## src/rtl/johnson_pkg.sv

```systemverilog
// johnson_pkg: state encoding, legal Johnson codes and lock default shared by the phase monitor.
package johnson_pkg;
  typedef enum logic [1:0] {ACQUIRE, TRACK, LOCKED} state_t;
  localparam logic [3:0] J0 = 4'b0000;
  localparam logic [3:0] J1 = 4'b1000;
  localparam logic [3:0] J2 = 4'b1100;
  localparam logic [3:0] J3 = 4'b1110;
  localparam logic [3:0] J4 = 4'b1111;
  localparam logic [3:0] J5 = 4'b0111;
  localparam logic [3:0] J6 = 4'b0011;
  localparam logic [3:0] J7 = 4'b0001;
  localparam int DEF_LOCK_COUNT = 4;
endpackage

```

## src/rtl/johnson_decode.sv

```systemverilog
// johnson_decode: combinational map from a 4-bit Johnson code to a phase index plus legal flag.
module johnson_decode
  import johnson_pkg::*;
(
  input  logic [3:0] i_code,
  output logic [2:0] o_phase,
  output logic       o_legal
);
  always_comb begin
    o_phase = 3'd0;
    o_legal = 1'b1;
    case (i_code)
      J0: o_phase = 3'd0;
      J1: o_phase = 3'd1;
      J2: o_phase = 3'd2;
      J3: o_phase = 3'd3;
      J4: o_phase = 3'd4;
      J5: o_phase = 3'd5;
      J6: o_phase = 3'd6;
      J7: o_phase = 3'd7;
      default: o_legal = 1'b0;
    endcase
  end
endmodule

```

## src/rtl/johnson_phase_monitor.sv

```systemverilog
// johnson_phase_monitor: decodes the Johnson stream, checks hold/advance sequencing and tracks lock, wraps and errors.
module johnson_phase_monitor
  import johnson_pkg::*;
#(
  parameter int LOCK_COUNT = DEF_LOCK_COUNT,
  parameter int WRAP_WIDTH = 8,
  parameter int ERR_WIDTH  = 8
) (
  input  logic                  clk,
  input  logic                  reset,
  input  logic [3:0]            johnson_in,
  output logic [2:0]            phase,
  output logic                  phase_valid,
  output logic                  locked,
  output logic                  illegal_code,
  output logic                  step_error,
  output logic                  wrap_pulse,
  output logic [WRAP_WIDTH-1:0] wrap_count,
  output logic [ERR_WIDTH-1:0]  err_count
);
  state_t                r_state, w_state_nxt;
  logic [3:0]            r_good_cnt, w_good_nxt, w_good_inc;
  logic [2:0]            r_phase, w_d;
  logic                  r_valid, r_illegal, r_step, r_wrap;
  logic [WRAP_WIDTH-1:0] r_wrap_count;
  logic [ERR_WIDTH-1:0]  r_err_count;
  logic                  w_legal, w_hold, w_adv, w_step, w_wrap;

  johnson_decode u_decode (.i_code(johnson_in), .o_phase(w_d), .o_legal(w_legal));

  assign w_hold     = w_legal && (w_d == r_phase);
  assign w_adv      = w_legal && (w_d == r_phase + 3'd1);
  assign w_step     = w_legal && (r_state != ACQUIRE) && !w_hold && !w_adv;
  // A wrap only counts when the stream was already locked before this edge.
  assign w_wrap     = (r_state == LOCKED) && w_adv && (r_phase == 3'd7);
  assign w_good_inc = r_good_cnt + 4'd1;

  always_comb begin
    w_state_nxt = r_state;
    w_good_nxt  = r_good_cnt;
    if (!w_legal) begin
      w_state_nxt = ACQUIRE;
      w_good_nxt  = 4'd0;
    end else begin
      case (r_state)
        ACQUIRE: begin
          w_state_nxt = TRACK;
          w_good_nxt  = 4'd0;
        end
        TRACK: begin
          w_good_nxt  = w_adv ? w_good_inc : (w_hold ? r_good_cnt : 4'd0);
          w_state_nxt = (w_adv && w_good_inc == 4'(LOCK_COUNT)) ? LOCKED : TRACK;
        end
        LOCKED: begin
          w_state_nxt = w_step ? TRACK : LOCKED;
          w_good_nxt  = w_step ? 4'd0 : r_good_cnt;
        end
        default: begin
          w_state_nxt = ACQUIRE;
          w_good_nxt  = 4'd0;
        end
      endcase
    end
  end

  always_ff @(posedge clk) begin
    if (reset) begin
      r_state      <= ACQUIRE;
      r_good_cnt   <= 4'd0;
      r_phase      <= 3'd0;
      r_valid      <= 1'b0;
      r_illegal    <= 1'b0;
      r_step       <= 1'b0;
      r_wrap       <= 1'b0;
      r_wrap_count <= '0;
      r_err_count  <= '0;
    end else begin
      r_state      <= w_state_nxt;
      r_good_cnt   <= w_good_nxt;
      r_phase      <= w_legal ? w_d : r_phase;
      r_valid      <= w_legal;
      r_illegal    <= !w_legal;
      r_step       <= w_step;
      r_wrap       <= w_wrap;
      r_wrap_count <= r_wrap_count + WRAP_WIDTH'(w_wrap);
      r_err_count  <= ((!w_legal || w_step) && !(&r_err_count)) ? r_err_count + ERR_WIDTH'(1) : r_err_count;
    end
  end

  assign phase        = r_phase;
  assign phase_valid  = r_valid;
  assign locked       = (r_state == LOCKED);
  assign illegal_code = r_illegal;
  assign step_error   = r_step;
  assign wrap_pulse   = r_wrap;
  assign wrap_count   = r_wrap_count;
  assign err_count    = r_err_count;
endmodule

```

## config.mk

```make
export PLATFORM = sky130hd
export DESIGN_NAME = johnson_phase_monitor
export DESIGN_NICKNAME = d
export VERILOG_FILES = /design/src/rtl/johnson_pkg.sv /design/src/rtl/johnson_decode.sv /design/src/rtl/johnson_phase_monitor.sv
export SDC_FILE = /design/constraint.sdc
export NUM_CORES = 1
export LEC_CHECK = 0
export BUFFER_PORTS_ARGS = -buffer_cell sky130_fd_sc_hd__buf_4
export CAP_MARGIN = 20
export CORE_MARGIN = 1
export CORE_UTILIZATION = 57
export CTS_CLUSTER_DIAMETER = 200
export DETAILED_ROUTE_END_ITERATION = 8
export PLACE_DENSITY = 0.84
export SLEW_MARGIN = 20
export SYNTH_ARGS = -nofsm -noshare
export SYNTH_HDL_FRONTEND = slang
export SYNTH_HIERARCHICAL = 1
export SYNTH_SLANG_ARGS = --single-unit
export TNS_END_PERCENT = 50
```

## constraint.sdc

```tcl
create_clock -name clk -period 5 [get_ports clk]
set_input_delay 0.5 -clock clk [delete_from_list [all_inputs] [get_ports clk]]
set_output_delay 0.5 -clock clk [all_outputs]
set_load 0.02 [all_outputs]
```

==> impl_metrics.json <==
{
  "status": "finished clean",
  "multi_input_area_um2": 781,
  "whs_ns": 0.485,
  "rsz0062_at_grt": "false",
  "fmax_ghz": 0.440,
  "synth.avg_cell_area_um2": 8.73,
  "synthAdderAreaFrac": 0.0538,
  "ys_async_sr_fraction": 0,
  "post_cts_buffers": 0,
  "crit_path_start_kind": "register",
  "placedCellCount": 213,
  "slowest_stage": "dfxtp_1",
  "synth.most_common_cell": "dfxtp_1",
  "cp.depth": 10,
  "synth_edf_count": 0,
  "syn_area_um2": 1400,
  "yosys.area.top_type": "dfxtp_1",
  "drtPass1Iterations": 4,
  "drt_first_iter_violations": 16,
  "drt-wirelength-per-cell_um": 12.6,
  "fin_nets": 204,
  "fin_cells": 221,
  "via_per_inst": 5.52,
  "fin_crit_sh": 0.454,
  "grt.overflow.total": 0,
  "grtUsageTotal": 0.247,
  "reg2reg_depth": 10,
  "cts_tree": "done",
  "synthSimpleGateAreaFrac": 0.269,
  "die_area_um2": 2650,
  "worst-path-buf-inv": 0,
  "vias": 1220,
  "clk-insertion-delay-late_ns": 0.33,
  "fin_util": 0.744,
  "arrival_ns": 2.49,
  "dp_hpwl_um": 1980,
  "worst_pin_slew_ns": 0.453,
  "clkTransAtPathRegs_ns": 0.10,
  "drive_above_1_share": 0.212,
  "cts_sinks": 29,
  "io_buffers": 29,
  "cp_slowest_stage_delay_ns": 0.38,
  "n_fill_cell": 178,
  "wl_um": 2790,
  "fp.coreArea_um2": 2250,
  "clockRootBuffer": "clkbuf_4",
  "syn_inst": 160,
  "synthTopCellsByCount": "29 x dfxtp_1, 21 x nor2_1, 12 x nand3_1",
  "yosysWarnings": 6,
  "antenna_found_initial": 0,
  "synthesis.nets": 172,
  "grt_pass1_vias": 1127,
  "synthFlopType": "dfxtp_1",
  "drv_slew": 0,
  "seqCellArea_um2": 581,
  "grt_max_degree": 24,
  "ys_seq_elements": 29,
  "grt_pass1_wl_um": 4710,
  "synth_compound_area_frac": 0.120,
  "cp_max_fo": 8,
  "post-route-drc-count": 0,
  "numCtsBuffers": 5,
  "end_kind": "register",
  "clock_skew_ns": 0.0110,
  "hold_depth": 1,
  "diodes": 0,
  "ir_drop_mv": 0.204,
  "fp.dieH_um": 51.5,
  "muxShareOfSynthArea": 0.0287,
  "h-tree-depth": 2,
  "finalPower_mw": 0.461,
  "initial_core_util": 0.619,
  "hp-class": "reg2reg",
  "crit_path_frequent_cell": "ha_1",
  "ys_types": 38,
  "period_needed_ns": 2.27,
  "setup-violations-final": 0,
  "slew_headroom": 0.695,
  "dieWidth_um": 51.5,
  "leakagePower_nw": 0.707,
  "hold_buffers": 0,
  "ios": 30,
  "rows": 17,
  "gp_congestion": 0.827,
  "path_cells": "ha_1 -> ha_1 -> xnor2_1 -> nand3_2 -> nor2_1 -> ha_1 -> and3_1 -> nand3_1 -> xor2_1 -> nor2_1",
  "yosys-top-cells-area": "dfxtp_1 42%, nor2_1 5.6%, ha_1 5.4%",
  "required_ns": 5.21,
  "power.density_nw_per_um2": 275,
  "maxCapViolations": 0,
  "path_delay_family": "simple AND/OR/NAND/NOR gates",
  "ant_nets": 0,
  "syn_to_final_growth_pct": 20.1,
  "clk_path_buf_depth": 2,
  "worstSetupPathType": "reg2reg",
  "synth_xor_area_frac": 0.0878,
  "synth_seq_area_share": 0.416,
  "hold_viol": 0,
  "synth_top_family_by_area": "simple AND/OR/NAND/NOR gates",
  "cts_resized": 0,
  "tns_ns": 0,
  "netlist.area_leader.share": 0.416
}
power breakdown:
group	internal (mW)	total [mW]	switching [mW]
combinational	0.0329	0.0797	0.0469
clock	0.0534	0.134	0.0809
sequential	0.238	0.247	0.00846
total	0.325	0.461	0.136
through the flow:
stage	instance area (um^2)	worst slack [ns]
after global routing	1680	2.59
after floorplan	1400	2.73
after CTS	1680	2.73
final	1680	2.73
after global placement	1630	2.50
after detailed placement	1630	2.40
final timing paths:
kind | end | slack [ns] | from
hold / removal | r_good_cnt[3] | 0.48 | r_good_cnt[3]
hold reg to reg | r_good_cnt[3] | 0.48 | r_good_cnt[3]
setup / recovery | wrap_count[5] | 2.73 | phase[0]
setup reg to reg | wrap_count[5] | 2.73 | phase[0]
kinds of logic (layout without fill, tap and decap cells):
| logic type | after synthesis | after routing |
|---|---|---|
| mux | 4 | 4 |
| buf+inv | 7 | 40 |
| compound gates | 27 | 27 |
| simple gates | 73 | 73 |
| fa+ha+maj | 6 | 6 |
| xor+xnor | 14 | 14 |
| flops | 29 | 29 |
routing by layer:
layer,GRT usage,wire [um],vias to the layer above
met5,0,0,-
met4,0.131,65,0
met3,0.0994,130,7
met2,0.383,1300,27
met1,0.292,1300,557
li1,-,-,629
layout make-up:
| type | count | area share |
|---|---|---|
| clock inverter | 2 | 0.00597 |
| clock buffer | 6 | 0.0246 |
| tap | 28 | 0.0209 |
| sequential | 29 | 0.346 |
| multi-input combinational | 124 | 0.466 |
| timing repair buffer | 29 | 0.130 |
| inverter | 3 | 0.00672 |
flip-flops by register name, indices dropped and copies added (netlist names):
name,cells
r_good_cnt,4
step_error,1
wrap_count,8
wrap_pulse,1
illegal_code,1
phase_valid,1
err_count,8
r_state,2
phase,3
worst reg2reg max path, cell delays in order (launching register included):
cell and delay [ns]:
dfxtp_1 0.38, ha_1 0.22, ha_1 0.28, xnor2_1 0.21, nand3_2 0.18, nor2_1 0.16
ha_1 0.18, and3_1 0.23, nand3_1 0.11, xor2_1 0.14, nor2_1 0.06
cell usage in the layout, fill, tap and decap left out, types with 3 or more instances in the layout:
| master | synthesis | final |
|---|---|---|
| dfxtp_1 | 29 | 29 |
| buf_4 | 0 | 29 |
| nor2_1 | 21 | 21 |
| nand3_1 | 12 | 12 |
| nand2_1 | 11 | 11 |
| o21ai_0 | 10 | 10 |
| xnor2_1 | 8 | 8 |
| a21oi_1 | 8 | 8 |
| xor2_1 | 6 | 6 |
| or3_1 | 6 | 6 |
| ha_1 | 6 | 6 |
| clkbuf_4 | 0 | 5 |
| mux2i_1 | 4 | 4 |
| nor3_1 | 4 | 4 |
| inv_1 | 3 | 3 |
| and3_1 | 3 | 3 |
Power figures use the tool's default switching activity.
